===== config.mk =====
export PLATFORM = sky130hd
export DESIGN_NAME = tcp_tx_seg_engine
export DESIGN_NICKNAME = d
export VERILOG_FILES = /design/src/rtl/tcp_tx_seg_engine.sv
export SDC_FILE = /design/constraint.sdc
export NUM_CORES = 1
export LEC_CHECK = 0
export CAP_MARGIN = 10
export CORE_UTILIZATION = 53
export CTS_CLUSTER_DIAMETER = 150
export DETAILED_ROUTE_END_ITERATION = 7
export PLACE_DENSITY = 0.81
export SYNTH_ARGS = -nofsm -noshare
export SYNTH_HDL_FRONTEND = slang
export SYNTH_SLANG_ARGS = --single-unit

===== constraint.sdc =====
create_clock -name clk -period 12.64 [get_ports clk]
set_clock_uncertainty 0.1 [all_clocks]
set_input_delay 2.528 -clock clk [delete_from_list [all_inputs] [get_ports clk]]
set_output_delay 2.528 -clock clk [all_outputs]
set_load 0.005 [all_outputs]

===== src/rtl/tcp_tx_seg_engine.sv =====
// tcp_tx_seg_engine: per-flow TCP transmit segment engine.
// Takes a scheduler request, reads the flow state, sizes the next segment
// by MSS / unsent bytes / peer window, writes back our_seq, emits one packet
// descriptor and returns a flag-clear update to the scheduler.
// Optional build macro: TCP_TX_ZWP_EN enables one-byte zero-window probes.
module tcp_tx_seg_engine #(
  parameter int FLOWID_W = 3,
  parameter int PTR_W    = 16,
  parameter int MSS      = 1460,
  parameter int RD_LAT   = 1
) (
  input  logic                clk,
  input  logic                rst,
  input  logic                sched_req_val,
  output logic                sched_req_rdy,
  input  logic [FLOWID_W-1:0] sched_req_flowid,
  input  logic                sched_req_rt,
  input  logic                sched_req_ack,
  output logic                state_rd_req_val,
  output logic [FLOWID_W-1:0] state_rd_req_flowid,
  input  logic [PTR_W:0]      rd_tail_ptr,
  input  logic [31:0]         rd_our_seq,
  input  logic [31:0]         rd_acked,
  input  logic [15:0]         rd_their_win,
  input  logic [31:0]         rd_their_ack,
  input  logic [15:0]         rd_our_win,
  output logic                state_wr_val,
  output logic [FLOWID_W-1:0] state_wr_flowid,
  output logic [31:0]         state_wr_seq,
  output logic                pkt_val,
  input  logic                pkt_rdy,
  output logic [FLOWID_W-1:0] pkt_flowid,
  output logic [31:0]         pkt_seq,
  output logic [31:0]         pkt_ack,
  output logic [7:0]          pkt_flags,
  output logic [15:0]         pkt_win,
  output logic [PTR_W-1:0]    pkt_pl_addr,
  output logic [PTR_W:0]      pkt_pl_len,
  output logic                upd_val,
  input  logic                upd_rdy,
  output logic [FLOWID_W-1:0] upd_flowid,
  output logic                upd_clr_rt,
  output logic                upd_clr_ack,
  output logic                upd_clr_data
);

  localparam int PW = PTR_W + 1;
  // RDWAIT lasts RD_LAT-1 cycles; the counter is loaded with one less.
  localparam logic [2:0] WAIT_INIT = (RD_LAT > 1) ? 3'(RD_LAT - 2) : 3'd0;
  localparam logic [7:0] FLAG_ACK = 8'h10;
  localparam logic [7:0] FLAG_PSH = 8'h08;

  typedef enum logic [2:0] {
    S_IDLE, S_RDREQ, S_RDWAIT, S_CAPT, S_CALC, S_PKT, S_UPD
  } state_t;

  state_t              state;
  logic [2:0]          wait_cnt;
  logic [FLOWID_W-1:0] req_flowid;
  logic                req_rt;
  logic                req_ack;

  // Flow state captured once the read response is valid.
  logic [PW-1:0]       cap_tail;
  logic [31:0]         cap_our_seq;
  logic [31:0]         cap_acked;
  logic [15:0]         cap_their_win;
  logic [31:0]         cap_their_ack;
  logic [15:0]         cap_our_win;

  // Segment sizing results (combinational from the captured state).
  logic [PW-1:0]       start_lo;
  logic [PW-1:0]       unsent;
  logic [PW-1:0]       inflight;
  logic [31:0]         win_ext;
  logic [31:0]         avail;
  logic [31:0]         len_w;
  logic [PW-1:0]       calc_len;
  logic [PW-1:0]       rem;
  logic                probe;
  logic                has_data;
  logic                produce;
  logic                clr_data;

  // Segment sizing: all pointer arithmetic is modulo 2^(PTR_W+1).
  always_comb begin
    start_lo = req_rt ? cap_acked[PW-1:0] : cap_our_seq[PW-1:0];
    unsent   = cap_tail - start_lo;
    inflight = start_lo - cap_acked[PW-1:0];
    win_ext  = {16'd0, cap_their_win};
    if (win_ext > 32'(inflight)) begin
      avail = win_ext - 32'(inflight);
    end else begin
      avail = 32'd0;
    end
    len_w = 32'(MSS);
    if (32'(unsent) < len_w) begin
      len_w = 32'(unsent);
    end
    if (avail < len_w) begin
      len_w = avail;
    end
    probe = 1'b0;
`ifdef TCP_TX_ZWP_EN
    // Closed window with nothing in flight: send a single probe byte.
    if (!req_rt && cap_their_win == 16'd0 && unsent != '0 && inflight == '0) begin
      len_w = 32'd1;
      probe = 1'b1;
    end
`endif
    calc_len = len_w[PW-1:0];
    rem      = unsent - calc_len;
    has_data = (calc_len != '0);
    produce  = req_rt | req_ack | has_data;
    clr_data = (rem == '0) && !probe;
  end

  // Control FSM with all outputs registered; reset aborts any transaction.
  always_ff @(posedge clk or posedge rst) begin
    if (rst) begin
      state               <= S_IDLE;
      wait_cnt            <= 3'd0;
      req_flowid          <= '0;
      req_rt              <= 1'b0;
      req_ack             <= 1'b0;
      cap_tail            <= '0;
      cap_our_seq         <= '0;
      cap_acked           <= '0;
      cap_their_win       <= '0;
      cap_their_ack       <= '0;
      cap_our_win         <= '0;
      sched_req_rdy       <= 1'b1;
      state_rd_req_val    <= 1'b0;
      state_rd_req_flowid <= '0;
      state_wr_val        <= 1'b0;
      state_wr_flowid     <= '0;
      state_wr_seq        <= '0;
      pkt_val             <= 1'b0;
      pkt_flowid          <= '0;
      pkt_seq             <= '0;
      pkt_ack             <= '0;
      pkt_flags           <= '0;
      pkt_win             <= '0;
      pkt_pl_addr         <= '0;
      pkt_pl_len          <= '0;
      upd_val             <= 1'b0;
      upd_flowid          <= '0;
      upd_clr_rt          <= 1'b0;
      upd_clr_ack         <= 1'b0;
      upd_clr_data        <= 1'b0;
    end else begin
      case (state)
        S_IDLE: begin
          if (sched_req_val) begin
            req_flowid          <= sched_req_flowid;
            req_rt              <= sched_req_rt;
            req_ack             <= sched_req_ack;
            sched_req_rdy       <= 1'b0;
            state_rd_req_val    <= 1'b1;
            state_rd_req_flowid <= sched_req_flowid;
            state               <= S_RDREQ;
          end
        end
        S_RDREQ: begin
          state_rd_req_val <= 1'b0;
          wait_cnt         <= WAIT_INIT;
          state            <= (RD_LAT > 1) ? S_RDWAIT : S_CAPT;
        end
        S_RDWAIT: begin
          if (wait_cnt == 3'd0) begin
            state <= S_CAPT;
          end else begin
            wait_cnt <= wait_cnt - 3'd1;
          end
        end
        S_CAPT: begin
          cap_tail      <= rd_tail_ptr;
          cap_our_seq   <= rd_our_seq;
          cap_acked     <= rd_acked;
          cap_their_win <= rd_their_win;
          cap_their_ack <= rd_their_ack;
          cap_our_win   <= rd_our_win;
          state         <= S_CALC;
        end
        S_CALC: begin
          state_wr_val    <= !req_rt && has_data;
          state_wr_flowid <= req_flowid;
          state_wr_seq    <= cap_our_seq + 32'(calc_len);
          pkt_flowid      <= req_flowid;
          pkt_seq         <= req_rt ? cap_acked : cap_our_seq;
          pkt_ack         <= cap_their_ack;
          pkt_flags       <= FLAG_ACK | (has_data ? FLAG_PSH : 8'h00);
          pkt_win         <= cap_our_win;
          pkt_pl_addr     <= req_rt ? cap_acked[PTR_W-1:0] : cap_our_seq[PTR_W-1:0];
          pkt_pl_len      <= calc_len;
          upd_flowid      <= req_flowid;
          upd_clr_rt      <= req_rt;
          upd_clr_ack     <= 1'b1;
          upd_clr_data    <= clr_data;
          if (produce) begin
            pkt_val <= 1'b1;
            state   <= S_PKT;
          end else begin
            upd_val <= 1'b1;
            state   <= S_UPD;
          end
        end
        S_PKT: begin
          state_wr_val <= 1'b0;
          if (pkt_rdy) begin
            pkt_val <= 1'b0;
            upd_val <= 1'b1;
            state   <= S_UPD;
          end
        end
        S_UPD: begin
          state_wr_val <= 1'b0;
          if (upd_rdy) begin
            upd_val       <= 1'b0;
            sched_req_rdy <= 1'b1;
            state         <= S_IDLE;
          end
        end
        default: begin
          state <= S_IDLE;
        end
      endcase
    end
  end

endmodule


* Word-level counts from Yosys, hierarchy flattened
Cells that the tools add are included.
** Storage, ports and cells
- Flip-flop bits (word level) :: 320
- Logic and storage cells :: 99
** Cells by class
- Add/sub/neg operators :: 6
- Magnitude comparators :: 3
- Equal/unequal tests :: 13
- Muxes and demuxes :: 28
- Bitwise logic cells :: 2
- Reductions and logical operators :: 20
** Operators by type and width (count)
- 32-bit two-way mux :: 2
- 17-bit two-way mux :: 3
- 17-bit subtractor :: 3
- 32-bit by 17-bit adder with 32-bit output :: 1
- 32-bit by 17-bit less-than comparator with 1-bit output :: 1
- 3-bit one-hot mux with 7 select lines :: 1
- 16-bit by 17-bit subtractor with 18-bit output :: 1
- 16-bit by 17-bit > comparator with 1-bit output :: 1
- 17-bit logical NOT :: 1
- 17-bit by 11-bit less-than comparator with 1-bit output (second input constant) :: 1
- 17-bit nonzero test :: 1
- 16-bit two-way mux :: 1
- 3-bit two-way mux :: 5
- 2-bit inequality test (second input constant) :: 7
- 2-bit nonzero test :: 5
- 3-bit equality test (second input constant) :: 3
- 1-bit two-way mux :: 8
- 1-bit one-hot mux with 2 select lines :: 4
- 4-bit AND reduction :: 2
- 3-bit by 2-bit equality test with 1-bit output (second input constant) :: 2
- 3-bit logical NOT :: 2
- 3-bit one-hot mux with 2 select lines :: 1
- 2-bit AND reduction :: 3
- 3-bit AND reduction :: 2
- 10 further kinds :: 11

* Logic depth before layout (Yosys ltp)
Gate-level depths: netlist (run 1).
- Depth after elaboration :: 10
- Mapped depth :: 56
- Depth with buffers taken out :: 54

* Worst setup path before layout (run 1)
Ideal clock, no wire load.
- Path kind :: reg2reg
- Start point :: register req_rt
- End point :: register state_wr_seq[19]
- Library setup time :: 0.131 ns
- Data arrival time :: 9.937 ns
- Data required time :: 12.409 ns
- Slack :: 2.472 ns
- Cell stages (with the launch flop) :: 54
- Buffers on the path :: 3
- Clock period less this slack :: 10.168 ns
- Cell sequence :: dfrtp_1 -> buf_2 -> buf_1 -> mux2i_1 -> inv_1 -> ha_1 -> nor2b_1 -> o21ai_0 -> a21oi_1 -> o21ai_0 -> a21boi_0 -> o21ai_0 -> a21oi_1 -> o21ai_0 -> a21boi_0 -> o21ai_0 -> a21oi_1 -> o21ai_0 -> [18 not listed] -> a41oi_2 -> clkbuf_1 -> nand3_1 -> o21ai_0 -> ha_1 -> a21o_1 -> a21o_1 -> a21o_1 -> and2_1 -> o221ai_1 -> a21boi_1 -> a2bb2oi_1 -> nor3_1 -> a21oi_2 -> o31a_1 -> and3_1 -> xnor2_1 -> o21ai_1
** Between the ends
- Word-level cells in the longest chain between the ends :: 7
** RTL lines
- start: declaration :: RTL line 60 : logic req_rt;
- start signal: assignment :: RTL line 156 : req_rt <= sched_req_rt;
- 17-bit two-way mux (*) :: RTL line 87 : start_lo = req_rt ? cap_acked[PW-1:0] : cap_our_seq[PW-1:0];
- named net start_lo[1] :: RTL line 72 : logic [PW-1:0] start_lo;
- 17-bit subtractor (on tied branches) :: RTL line 89, 88
- 16-bit by 17-bit subtractor with 18-bit output, or another cell as far along :: RTL line 92 : avail = win_ext - 32'(inflight);
- 32-bit two-way mux / 17-bit two-way mux (equally long branches) :: RTL line 91, 97
- 32-bit by 17-bit less-than comparator with 1-bit output :: RTL line 100 : if (avail < len_w) begin
- 17-bit two-way mux (*) :: RTL line 100
- 32-bit by 17-bit adder with 32-bit output (*) :: RTL line 188 : state_wr_seq <= cap_our_seq + 32'(calc_len);
- end signal: assignment :: RTL line 188
- end: declaration :: RTL line 29 : output logic [31:0] state_wr_seq,
The timed path passes the listed nets; every way through them passes the cells marked *.
A chain may end at the register's enable or synchronous reset.

* Worst setup path after layout (run 1)
- Start point :: register req_rt
- End point :: register state_wr_seq[23]
Same word-level chain as after synthesis.

==> results of run 1 <==
[state kept, by name, summed over array words and instances, names as in the netlist, 17 cells and up]
signal         flops
cap_tail          17
state_wr_seq      32
pkt_ack           32
cap_their_ack     32
cap_acked         32
cap_our_seq       32
pkt_pl_len        17
pkt_seq           32
[what timing repair did]
| item | in CTS | in global routing |
|---|---|---|
| setup buffers | 0 | 2 |
| hold endpoints to repair | 0 | 0 |
| setup endpoints to repair | 0 | 16 |
| gates resized for setup | 0 | 3 |
[cells in the final DEF, fill, tap and decap left out, types with 7 or more instances in the layout]
master	count
a31oi_1	15
clkdlybuf4s50_1	321
nand4_1	15
and2_1	9
nor2_1	102
or2_2	9
buf_4	12
or3_1	9
mux2_2	152
mux2i_1	35
o21a_1	11
clkbuf_16	35
xnor2_1	50
o31ai_1	8
o211ai_1	7
a21o_1	25
nand2b_1	13
a22oi_1	8
nand3_1	34
nor4_1	7
a21oi_1	110
dfrtp_1	295
o21ai_0	74
nand2_1	304
and3_1	11
inv_1	91
o21ai_1	20
conb_1	14
nor2b_1	12
clkbuf_1	7
a21boi_0	10
xor2_1	24
nor3_1	20
o22ai_1	8
ha_1	89
[through the flow]
stage                     cell area, µm²  utilization, %  hold WS, ns
final                              22200            68.1        0.356
after global routing               22200            68.1        0.370
after CTS                          22200            68.0        0.357
after detailed placement           21000            64.4        0.346
after global placement             21000            64.4        0.340
after floorplan                    17600               -        0.333
[logic make-up (layout without fill, tap and decap cells)]
| family | Yosys count | in the layout | share of synthesized area, % |
|---|---|---|---|
| flops | 297 | 297 | 42.2 |
| xor+xnor | 76 | 76 | 3.87 |
| buf+inv | 196 | 488 | 4.92 |
| mux | 187 | 187 | 11.7 |
| other cells | 2 | 14 | 0.0427 |
| compound gates | 396 | 396 | 15.6 |
| fa+ha+maj | 97 | 97 | 7.02 |
| simple gates | 570 | 570 | 14.6 |
[cell type report]
| type | count | area, µm² | share of cell area, % |
|---|---|---|---|
| sequential | 297 | 7430 | 33.5 |
| tap | 442 | 553 | 2.49 |
| multi-input combinational | 1340 | 9390 | 42.3 |
| timing repair buffer | 333 | 3300 | 14.9 |
| clock inverter | 16 | 215 | 0.969 |
| inverter | 93 | 357 | 1.61 |
| clock buffer | 46 | 957 | 4.31 |
[layer usage]
metal	GRT usage [%]	part of all wire [%]	wire length, µm	up-vias
li1	-	-	-	6926
met1	43.2	42	23200	7408
met2	51.1	46	25300	642
met3	5.63	7.2	3950	131
met4	13.6	4.4	2390	4
met5	0	0.042	23	-
[critical path: cells and delay by family (launching register included)]
family                     cells  cell delay (ns)
muxes                          1             0.44
AOI/OAI and AO/OA             32             6.68
adders and majority gates      4             1.24
xor gates and xnor gates       2             0.28
and+or+nand+nor                9             1.84
DFF                            1             0.59
buffers and inverters          2             0.32
[path summary, 6_finish.rpt]
kind                                 from                end  slack [ns]
max in group asynchronous             rst        pkt_win[10]        8.23
min                        cap_our_win[9]         pkt_win[9]        0.36
max reg2reg                        req_rt   state_wr_seq[23]        0.96
max                                req_rt   state_wr_seq[23]        0.96
min in group asynchronous             rst  cap_their_ack[28]        2.53
min reg2reg                cap_our_win[9]         pkt_win[9]        0.36
==> results.md, run 1 <==
- Status: finished clean
- Sequential fraction of the synthesis area: between 40 and 50%
- Startpoint class of the critical path: flop
- DRC errors left: 0
- Drt pass-1 iters: 5
- FF+latch count, synth: 297
- Post-cts hold buffer count: 0
- Mapped Area: ~18,000 µm²
- Core Footprint: 32,600 µm²
- HP Class: reg -> reg
- Fill count: approximately 2,400
- Endpoint class of the critical path: flop
- Clock sink count: approximately 300
- Top Ports: about 330
- CTS max path bufs: 3
- Antenna fix cells: 0
- Routed vias: ~15,000
- Number of global-route vias before repair: 14,700
- WHS Path Cells: 2
- Slowest stage cell, crit path: o211ai_1
- Die height: about 180 µm
- Rel. slew slack: ~28%
- Slew Viols, Final: 0
- TritonCTS clock tree: built
- Antenna Violating Nets Remaining: 0
- Yosys top cell area share: a little over two fifths
- Die area: 33,900 µm²
- CTS buffer count: 35
- Number of H-tree levels: 2
- Yosys Warn Count: 0
- Synthesized instance count: 1,821
- Die X: 184 µm
- Leading area contributor after synthesis: dfrtp_1
- EDFF count, synth: 0
- Nets: between 2,000 and 2,500
- Post-route clock period utilization: a little over 90%
- Min Clock Period, post-route: ~12 ns
- Root buffer cell: clkbuf_16
- Placement-stage worst setup slack: about 0.95 ns
- All-Layer GR Usage: 32.1%
- # setup viols final: 0
- Initial antenna violation count: 2
- Worst-Skew Late Latency: between 0.5 and 0.6 ns
- Syn avg cell area: between 9 and 10 µm²
- Final wirelength: 54,800 µm
- Initial Utilization: approximately 54%
- Synth top cells by count: 306 x nand2_1, 296 x dfrtp_1, 152 x mux2_2, 110 x a21oi_1, 102 x nor2_1
- FP Rows: 66
- Gr ovfl total: 0
- Crit path top cell by count: o21ai_0
- Least-Margin Pin Slew: roughly 1.1 ns
- Critical Path Fanout Max: 15
- IO Port Bufs: 321
- Initial DRC Count: approximately 1,200
- Pin count of the biggest net entering global routing: ~150
- Worst endpoint data arrival time: 11.94 ns
- Cell Count Post-Placement: 2,503
- Unrepaired setup endpoints after global routing: no
- Layout Cells excl Fill: between 2,000 and 3,000
- Via density: between 5 and 6
- Global-route wire length before repair: 83,600 µm
- Layout cell share with drive strength beyond 1: a little over an eighth
- Clock-pin slew of the registers on the worst-case setup and hold paths: 0.06 ns
- CP max stage delay: 0.64 ns
- Ys flop type: dfrtp_1
- Synth-to-Final Area Change: 26.2%
- Hold Violations, Final: 0
- Required time of the worst setup path: 12.91 ns
- Area contributors post-synth: dfrtp_1 42%, mux2_2 9.7%, nand2_1 6.5%
- Reg2Reg Depth: 50
- Detail-routed net length per standard cell: roughly 21 µm
- Final setup margin: between 0.9 and 1 ns
- Post-synthesis async set-or-reset flop share: 100%
- GP Congestion: between 0.9 and 1
- Synth cell types: 102
- Crit path kind: reg -> reg
- Max-Cap Viols: 0
- Setup total negative slack: 0 ns
- DP HPWL: roughly 40,000 µm
- Max Freq: about 86 MHz
- Most frequent cell after synthesis: nand2_1
Power of run 1 is left out: the tool's default activity adds up to more than one toggle a clock period on the data nets, which glitch-free logic cannot reach.
==> inputs of run 2 (changes only) <==
- HOLD_SLACK_MARGIN: unset -> 0.05
==> results of run 2 <==
Same layout as run 1: the final DEF is identical, and so are final timing and power.
Power of run 2 is left out for the same reason.
